===== src/rtl/kelly_portfolio.sv =====
// kelly_portfolio: multi-stock Kelly trader with a per-stock ledger.
// Accepts one tagged price sample per transaction. It majority-votes the
// indicator buy/sell flags and sizes each trade as a Kelly fraction of the
// current holding. The trade is checked against cash and position before the
// ledger is updated, and the portfolio is then revalued one stock per cycle.
// Ports:
//   clk, rst          rising-edge clock, synchronous active-high reset
//   enable            sample valid, taken when enable && in_ready
//   data_in           {stock_id, price}
//   buy_votes         {RSI_buy, EMA_buy, Momentum_buy}
//   sell_votes        {RSI_sell, EMA_sell, Momentum_sell}
//   in_ready          high only while idle
//   trade_valid       1-cycle pulse when a trade executes
//   trade_side/id/qty/cost  last executed trade (0 = buy, 1 = sell)
//   reject_cnt        buys refused for lack of cash (wraps)
//   cash              current cash
//   equity, pnl       portfolio value and profit vs. initial book
//   equity_valid      1-cycle pulse when equity/pnl are refreshed
module kelly_portfolio #(
    parameter int unsigned N_STOCKS    = 4,
    parameter int unsigned ID_W        = 2,
    parameter int unsigned PRICE_W     = 14,
    parameter int unsigned QTY_W       = 10,
    parameter int unsigned CASH_W      = 24,
    parameter int unsigned EQ_W        = 32,
    parameter int unsigned INIT_CASH   = 25000,
    parameter int unsigned INIT_SHARES = 100,
    parameter int unsigned KELLY_PCT   = 20,
    parameter int unsigned VOTE_TH     = 2
) (
    input  logic                       clk,
    input  logic                       rst,
    input  logic                       enable,
    input  logic [ID_W+PRICE_W-1:0]    data_in,
    input  logic [2:0]                 buy_votes,
    input  logic [2:0]                 sell_votes,
    output logic                       in_ready,
    output logic                       trade_valid,
    output logic                       trade_side,
    output logic [ID_W-1:0]            trade_id,
    output logic [QTY_W-1:0]           trade_qty,
    output logic [QTY_W+PRICE_W-1:0]   trade_cost,
    output logic [7:0]                 reject_cnt,
    output logic [CASH_W-1:0]          cash,
    output logic [EQ_W-1:0]            equity,
    output logic signed [EQ_W-1:0]     pnl,
    output logic                       equity_valid
);

    localparam int unsigned COST_W = QTY_W + PRICE_W;
    // holding * KELLY_PCT needs 7 extra bits for a percentage up to 100
    localparam int unsigned PROD_W = QTY_W + 7;
    localparam int unsigned SUM_W  = ((CASH_W > COST_W) ? CASH_W : COST_W) + 1;
    localparam logic [CASH_W-1:0] CASH_MAX = '1;

    typedef enum logic [1:0] {IDLE, CALC, EXEC, VALUE} state_t;

    state_t state, state_n;
    logic   accept_c, last_c;

    // registered transaction
    logic [ID_W-1:0]    r_id;
    logic [PRICE_W-1:0] r_price;
    logic [1:0]         r_nb, r_ns;

    // decision from CALC, applied in EXEC
    logic               d_trade, d_side, d_rej;
    logic [QTY_W-1:0]   d_qty;
    logic [COST_W-1:0]  d_cost;

    // ledger
    logic [QTY_W-1:0]   holding    [N_STOCKS];
    logic [PRICE_W-1:0] last_price [N_STOCKS];

    // revaluation
    logic [ID_W-1:0]    val_idx;
    logic [EQ_W-1:0]    acc_eq, acc_px;

    function automatic logic [1:0] pop3(input logic [2:0] v);
        return {1'b0, v[0]} + {1'b0, v[1]} + {1'b0, v[2]};
    endfunction

    // State register
    always_ff @(posedge clk) begin
        if (rst) state <= IDLE;
        else     state <= state_n;
    end

    // Next-state and control strobes
    always_comb begin
        state_n  = state;
        accept_c = 1'b0;
        last_c   = 1'b0;
        case (state)
            IDLE: begin
                if (enable) begin
                    accept_c = 1'b1;
                    state_n  = CALC;
                end
            end
            CALC: state_n = EXEC;
            EXEC: state_n = VALUE;
            VALUE: begin
                if (val_idx == ID_W'(N_STOCKS - 1)) begin
                    last_c  = 1'b1;
                    state_n = IDLE;
                end
            end
            default: state_n = IDLE;
        endcase
    end

    // Trade decision: vote, Kelly sizing, cash/position checks
    logic [QTY_W-1:0]  h_c, q_kelly_c, q_c;
    logic [PROD_W-1:0] prod_c, qfull_c;
    logic [COST_W-1:0] cost_c;
    logic [QTY_W:0]    hsum_c;
    logic              buy_v_c, sell_v_c, buy_c, sell_c, trade_c, reject_c;

    always_comb begin
        h_c       = holding[r_id];
        prod_c    = PROD_W'(h_c) * PROD_W'(KELLY_PCT);
        qfull_c   = prod_c / PROD_W'(100);
        q_kelly_c = (qfull_c == '0) ? QTY_W'(1) : QTY_W'(qfull_c);
        buy_v_c   = (r_nb >= 2'(VOTE_TH));
        sell_v_c  = (r_ns >= 2'(VOTE_TH));
        buy_c     = buy_v_c && !sell_v_c;
        sell_c    = sell_v_c && !buy_v_c;
        q_c       = q_kelly_c;
        if (sell_c && (q_kelly_c > h_c)) q_c = h_c;
        cost_c    = COST_W'(q_c) * COST_W'(r_price);
        hsum_c    = {1'b0, h_c} + {1'b0, q_c};
        trade_c   = 1'b0;
        reject_c  = 1'b0;
        if (buy_c) begin
            if (SUM_W'(cost_c) > SUM_W'(cash)) reject_c = 1'b1;
            else if (!hsum_c[QTY_W])            trade_c  = 1'b1;
        end else if (sell_c && (h_c != '0)) begin
            trade_c = 1'b1;
        end
    end

    // Sell proceeds, saturating at the top of the cash register
    logic [SUM_W-1:0]  sell_sum_c;
    logic [CASH_W-1:0] cash_sell_c;

    always_comb begin
        sell_sum_c  = SUM_W'(cash) + SUM_W'(d_cost);
        cash_sell_c = (sell_sum_c > SUM_W'(CASH_MAX)) ? CASH_MAX : CASH_W'(sell_sum_c);
    end

    // Revaluation step for the current stock
    logic [EQ_W-1:0] eq_next_c, px_next_c, eq_total_c, pnl_c;

    always_comb begin
        eq_next_c  = acc_eq + EQ_W'(holding[val_idx]) * EQ_W'(last_price[val_idx]);
        px_next_c  = acc_px + EQ_W'(last_price[val_idx]);
        eq_total_c = EQ_W'(cash) + eq_next_c;
        pnl_c      = eq_total_c - EQ_W'(INIT_CASH) - EQ_W'(INIT_SHARES) * px_next_c;
    end

    // Datapath and ledger
    always_ff @(posedge clk) begin
        if (rst) begin
            in_ready     <= 1'b1;
            trade_valid  <= 1'b0;
            trade_side   <= 1'b0;
            trade_id     <= '0;
            trade_qty    <= '0;
            trade_cost   <= '0;
            reject_cnt   <= '0;
            cash         <= CASH_W'(INIT_CASH);
            equity       <= EQ_W'(INIT_CASH);
            pnl          <= '0;
            equity_valid <= 1'b0;
            r_id         <= '0;
            r_price      <= '0;
            r_nb         <= '0;
            r_ns         <= '0;
            d_trade      <= 1'b0;
            d_side       <= 1'b0;
            d_rej        <= 1'b0;
            d_qty        <= '0;
            d_cost       <= '0;
            val_idx      <= '0;
            acc_eq       <= '0;
            acc_px       <= '0;
            for (int unsigned i = 0; i < N_STOCKS; i++) begin
                holding[i]    <= QTY_W'(INIT_SHARES);
                last_price[i] <= '0;
            end
        end else begin
            trade_valid  <= 1'b0;
            equity_valid <= 1'b0;
            in_ready     <= (state_n == IDLE);

            if (accept_c) begin
                r_id    <= data_in[ID_W+PRICE_W-1:PRICE_W];
                r_price <= data_in[PRICE_W-1:0];
                r_nb    <= pop3(buy_votes);
                r_ns    <= pop3(sell_votes);
            end

            if (state == CALC) begin
                d_trade <= trade_c;
                d_side  <= sell_c;
                d_qty   <= q_c;
                d_cost  <= cost_c;
                d_rej   <= reject_c;
            end

            if (state == EXEC) begin
                // price is tracked even when no trade is made
                last_price[r_id] <= r_price;
                if (d_rej) reject_cnt <= reject_cnt + 8'd1;
                if (d_trade) begin
                    trade_valid <= 1'b1;
                    trade_side  <= d_side;
                    trade_id    <= r_id;
                    trade_qty   <= d_qty;
                    trade_cost  <= d_cost;
                    if (d_side) begin
                        holding[r_id] <= holding[r_id] - d_qty;
                        cash          <= cash_sell_c;
                    end else begin
                        holding[r_id] <= holding[r_id] + d_qty;
                        cash          <= cash - CASH_W'(d_cost);
                    end
                end
                val_idx <= '0;
                acc_eq  <= '0;
                acc_px  <= '0;
            end

            if (state == VALUE) begin
                val_idx <= val_idx + ID_W'(1);
                acc_eq  <= eq_next_c;
                acc_px  <= px_next_c;
                if (last_c) begin
                    equity       <= eq_total_c;
                    pnl          <= $signed(pnl_c);
                    equity_valid <= 1'b1;
                end
            end
        end
    end

endmodule


===== config.mk =====
export PLATFORM = sky130hd
export DESIGN_NAME = kelly_portfolio
export DESIGN_NICKNAME = d
export VERILOG_FILES = /design/src/rtl/kelly_portfolio.sv
export SDC_FILE = /design/constraint.sdc
export NUM_CORES = 2
export LEC_CHECK = 0
export BUFFER_PORTS_ARGS = -buffer_cell sky130_fd_sc_hd__buf_2
export CAP_MARGIN = 20
export CORE_UTILIZATION = 35
export DETAILED_ROUTE_END_ITERATION = 8
export HOLD_SLACK_MARGIN = 0.12
export PLACE_DENSITY = 0.5
export SLEW_MARGIN = 20
export SYNTH_ARGS = -nofsm -noshare
export SYNTH_HDL_FRONTEND = slang
export SYNTH_SLANG_ARGS = --single-unit

===== constraint.sdc =====
create_clock -name clk -period 18.83 [get_ports clk]
set_input_delay 0.9415 -clock clk [delete_from_list [all_inputs] [get_ports clk]]
set_output_delay 0.9415 -clock clk [all_outputs]
set_load 0.005 [all_outputs]

Word level (Yosys, flattened, before mapping)
Memory sizes are Yosys's and may differ from the RTL's. A register that Yosys moved wholly into a read port is not among the register bits.
Index checks and enable logic that the tools add are counted.
{"block": "word_totals", "ff_bits": 261, "ramBits": 96, "input_bits": 25, "output_inout_bits": 136, "elab_cells": 129, "mem_count": 2}
{"memory": "last_price", "depth": 4, "width": 14, "read_ports": 1, "rd_ports_with_merged_regs": 1, "wr": 4, "line_no": "73", "text": "logic [PRICE_W-1:0] last_price [N_STOCKS];"}
{"memory": "holding", "depth": 4, "width": 10, "read_ports": 2, "rd_ports_with_merged_regs": 2, "wr": 4, "line_no": "72", "text": "logic [QTY_W-1:0] holding [N_STOCKS];"}
{"block": "classes", "add_sub_neg": 16, "multipliers": 4, "div_mod_pow": 1, "order_cmp": 5, "n_eq_ne": 4, "muxes": 52, "bitwise_logic": 3, "n_reduce_logical": 18}
{"op": "two-way mux 32 bit", "n": 3}
{"op": "multiplier 10 x 14 -> 24 bit", "n": 2}
{"op": "two-way mux 24 bit", "n": 2}
{"op": "two-way mux 10 bit", "n": 4}
{"op": "adder 24 x 32 -> 32 bit", "n": 1}
{"op": "adder 32 x 14 -> 32 bit", "n": 1}
{"op": "adder 32 x 24 -> 32 bit", "n": 1}
{"op": "multiplier 5 x 32 -> 30 bit (first input constant)", "n": 1}
{"op": "subtractor 32 x 15 -> 32 bit (second input constant)", "n": 1}
{"op": "subtractor 32 bit", "n": 1}
{"op": "two-way mux 1 bit", "n": 29}
{"op": "adder 24 x 24 -> 25 bit", "n": 1}
{"op": "> comparator 25 x 24 -> 1 bit (second input constant)", "n": 1}
{"op": "> comparator 24 bit", "n": 1}
{"op": "two-way mux 2 bit", "n": 12}
{"op": "subtractor 24 bit", "n": 1}
{"op": "divider 15 x 7 -> 17 bit (second input constant)", "n": 1}
{"op": "zero test 17 bit", "n": 1}
{"op": "two-way mux 14 bit", "n": 1}
{"op": "OR reduction 14 bit", "n": 1}
{"op": "multiplier 10 x 3 -> 13 bit (second input constant)", "n": 1}
{"op": "adder 10 x 10 -> 11 bit", "n": 1}
{"op": "adder 10 bit", "n": 1}
{"op": "> comparator 10 bit", "n": 1}
{"op": "other kinds (19)", "n": 33}

Logic depth before layout (Yosys ltp)
{"block": "logic_depth", "ltp_word": 11, "ltp_mapped": 83, "depth_no_buf": 78}

Least setup slack after synthesis
Ideal clock, no wire load.
{"block": "synth_timing", "path_kind": "reg-to-reg", "start": "register with a tool-made name", "end": "register d_trade", "setup_ns": 0.075, "arrival_ns": 16.027, "required_time_ns": 18.755, "slack_ns": 2.728, "stages_incl_launch_ff": 77, "n_path_buf": 5, "period_less_slack_ns": 16.102, "path_cell_list": "dfxtp_1 -> buf_6 -> mux4_2 -> ha_1 -> ha_1 -> fa_1 -> a21oi_1 -> o211ai_1 -> o211a_1 -> o32ai_2 -> mux2i_2 -> nor2_1 -> nor3_1 -> and4_1 -> buf_2 -> a211oi_2 -> o311a_1 -> or2_0 -> [41 not listed] -> o21ai_0 -> a21boi_0 -> o21ai_0 -> a21boi_0 -> o21ai_0 -> a21boi_0 -> o21ai_0 -> a21boi_0 -> o21ai_0 -> nor2b_1 -> xnor2_1 -> ha_1 -> nand4_1 -> nor4_1 -> a31oi_1 -> a2111oi_0 -> nand3_1 -> o22ai_1"}
{"element": "end signal, assigned", "line_no": "205", "text": "d_trade <= trade_c;"}
{"element": "end, declared", "line_no": "67", "text": "logic d_trade, d_side, d_rej;"}

==> impl_metrics.csv <==
group,metric,value,unit
synth,yosys-top-cells-count,"inv_1 (593), nand2_1 (498), ha_1 (415)",
critical_path,cp_slowest_cell,"mux4_2",
timing,fin_skew,0.0356,ns
timing,final.setup.tns,0,ns
timing,hold_viol,0,
global_routing,grt_max_degree,149,
routing,firstDrtPassIters,5,
synth,ys_types,108,
critical_path,critPathBufInv,7,
global_routing,antenna_found_initial,7,
synth,syn_area,34800,um^2
synth,syn-mean-instance-area,8.51,um^2
synth,yosysMostFrequentCell,"inv_1",
critical_path,critPathTopFamily,"compound AO/OA/AOI/OAI gates",
global_routing,met2_usage,0.343,
outcome,status,"complete, no violations",
synth,synthFlopType,"dfxtp_1",
clock_network,cts_tree,"done",
synth,synth_area_leaders,"ha_1 (15%), dfxtp_1 (15%), fa_1 (14%)",
floorplanning,rows,115,
timing,slew_headroom,0.269,
floorplanning,fp.dieH,317,um
synth,ys_warn_count,0,
timing,slew_viol_final,0,
critical_path,cp-start-kind,"flop",
placed_design,placed_cells,5420,
clock_network,cts_sinks,355,
critical_path,max_stage_delay,0.67,ns
routing,antenna_left,0,
floorplanning,pin_count,161,
critical_path,cp.required,19.34,ns
floorplanning,start_util,0.353,
finish,syn_to_final_growth,11.1,%
clock_network,cts_hold_buffers,0,
timing,tightestPinTransition,1.09,ns
floorplanning,core_area,98400,um^2
floorplanning,die_area,101000,um^2
clock_network,cts_buffers,47,
routing,via_per_inst,5.13,
critical_path,crit_type,"reg -> reg",
routing,wl_per_cell,18.8,um
critical_path,cp_max_fo,15,
critical_path,worst_path_most_repeated_cell,"o21ai_0",
synth,synth_top_area_cell,"ha_1",
finish,fill_cells,10200,
timing,period_share,0.924,
timing,finalCriticalPeriod,17.39,ns
critical_path,endpoint_kind,"flop",
global_routing,grt_pass1_vias,27600,
placed_design,dpl.hpwl,78700,um
clock_network,root_buffer,"clkbuf_16",
routing,first_iter_violations,1608,
clock_network,worst_skew_pair.late_latency,0.64,ns
synth,synth_edf_count,96,
synth,yosysTopAreaCellShare,0.149,
routing,vias,28300,
clock_network,clock_path_buffers,3,
synth,synthCells,4082,
run,maxCapViolations,0,
synth,ys_seq_area_frac,0.232,
finish,layoutNonFillerInstCount,5510,
clock_network,htreeDepth,2,
global_routing,grt.busiest_layer,"met2",
placed_design,gp_congestion,0.872,
finish,multiInputGateArea,23900,um^2
finish,drive_gt1_frac,0.0945,
global_routing,gr-total-overflow,0,
critical_path,crit_arrival,17.90,ns
finish,seq_area,8070,um^2
global_routing,groute.layer.met1.usage,0.284,
routing,drt-total-wl,103000,um
timing,fmax,57.5,MHz
routing,drc,0,
finish,nNetsFinal,4869,
global_routing,grt_pass1_wl,160000,um
min_path,hold_class,"reg -> reg",
floorplanning,dieWidth,317,um
timing,grt_setup_unrepaired,"no",
timing,setup_viol,0,
global_routing,gr-usage-all-layers,0.206,
clock_network,clk_pin_slew_worst_paths,0.07,ns
synth,async_reset_ff_frac,0,
placed_design,portBuffers,160,
global_routing,use_met3,0.0245,
synth,synth_seq_cells,355,
worst min-delay path, delay by kind of cell (launching register included):
family	cells	cell delay (ns)
compound gates	1	0.05
flops	1	0.32
simple gates	1	0.04
cell usage in the layout (no fill, tap or decap), types with 12 or more instances in the layout:
cell type	synthesis	layout
a211oi_1	19	19
a21boi_0	34	34
a21o_1	36	36
a21oi_1	246	243
a221oi_1	20	20
a22o_1	12	12
a22oi_1	53	53
and2_1	135	135
and3_1	32	32
buf_2	4	159
buf_4	4	50
clkbuf_16	0	48
conb_1	2	14
dfxtp_1	259	256
edfxtp_1	96	96
fa_1	242	242
ha_1	415	415
inv_1	593	593
mux4_2	31	31
nand2_1	498	497
nand2b_1	26	26
nand3_1	64	63
nand4_1	25	25
nor2_1	256	253
nor2b_1	30	30
nor3_1	79	77
o21a_1	22	22
o21ai_0	195	192
o21ai_1	17	17
o21bai_1	34	34
o31ai_1	16	15
or2_2	13	13
or3_1	21	21
xnor2_1	133	133
xor2_1	61	61
final cells by class:
class / instances / area share
flip-flops and latches: 355 / 0.209
inverters: 599 / 0.0582
clock buffers: 65 / 0.0343
multi-input cells: 2972 / 0.620
repair buffers: 212 / 0.0316
diodes: 1 / 0.0000648
clock inverters: 19 / 0.00534
well taps: 1287 / 0.0417
cells by family (layout without fill, tap and decap cells):
group,after synthesis,after routing,share of synthesized area
simple gates,1232,1232,0.165
mux,46,46,0.0248
fa+ha+maj,659,659,0.289
xor+xnor,195,195,0.0495
flops,355,355,0.232
other cells,2,15,0.000216
buf+inv,767,895,0.0841
compound gates,826,826,0.155
sequential cells by signal, summed over array words and instances (netlist names), 30 cells and up, named ones only:
signal	flops
holding	40
acc_px	30
equity	32
pnl	30
last_price	56
acc_eq	32
final timing paths:
check	depth (start not counted)	to	from	slack, ns
max	75	d_trade	flop	1.44
min	2	equity[18]	equity[18]	0.44
max reg2reg	75	d_trade	flop	1.44
min reg2reg	2	equity[18]	equity[18]	0.44
routing by layer:
metal	wire, um	up-vias
met5	0	-
met4	2300	0
met1	47800	13700
li1	-	13900
met2	48600	567
met3	4690	118
per-stage QoR:
stage                     hold WS (ns)  instance area (um^2)   util  setup slack (ns)
after floorplan                  0.427                 34800      -              2.73
after global placement           0.431                 37000  0.376             0.747
after detailed placement         0.437                 37000  0.376             0.606
after CTS                        0.450                 38500  0.391             0.557
after global routing             0.472                 38600  0.392            0.0276
final                            0.445                 38600  0.392              1.44
timing repair:
action,4_1_cts,5_1_grt
buffers inserted,0,5
gates resized for setup,0,18
setup endpoints to repair,0,2
endpoints found under the hold margin,0,0
Power is not shown: default switching activity piles up to over one toggle a cycle in this logic, so the estimate is an artifact.
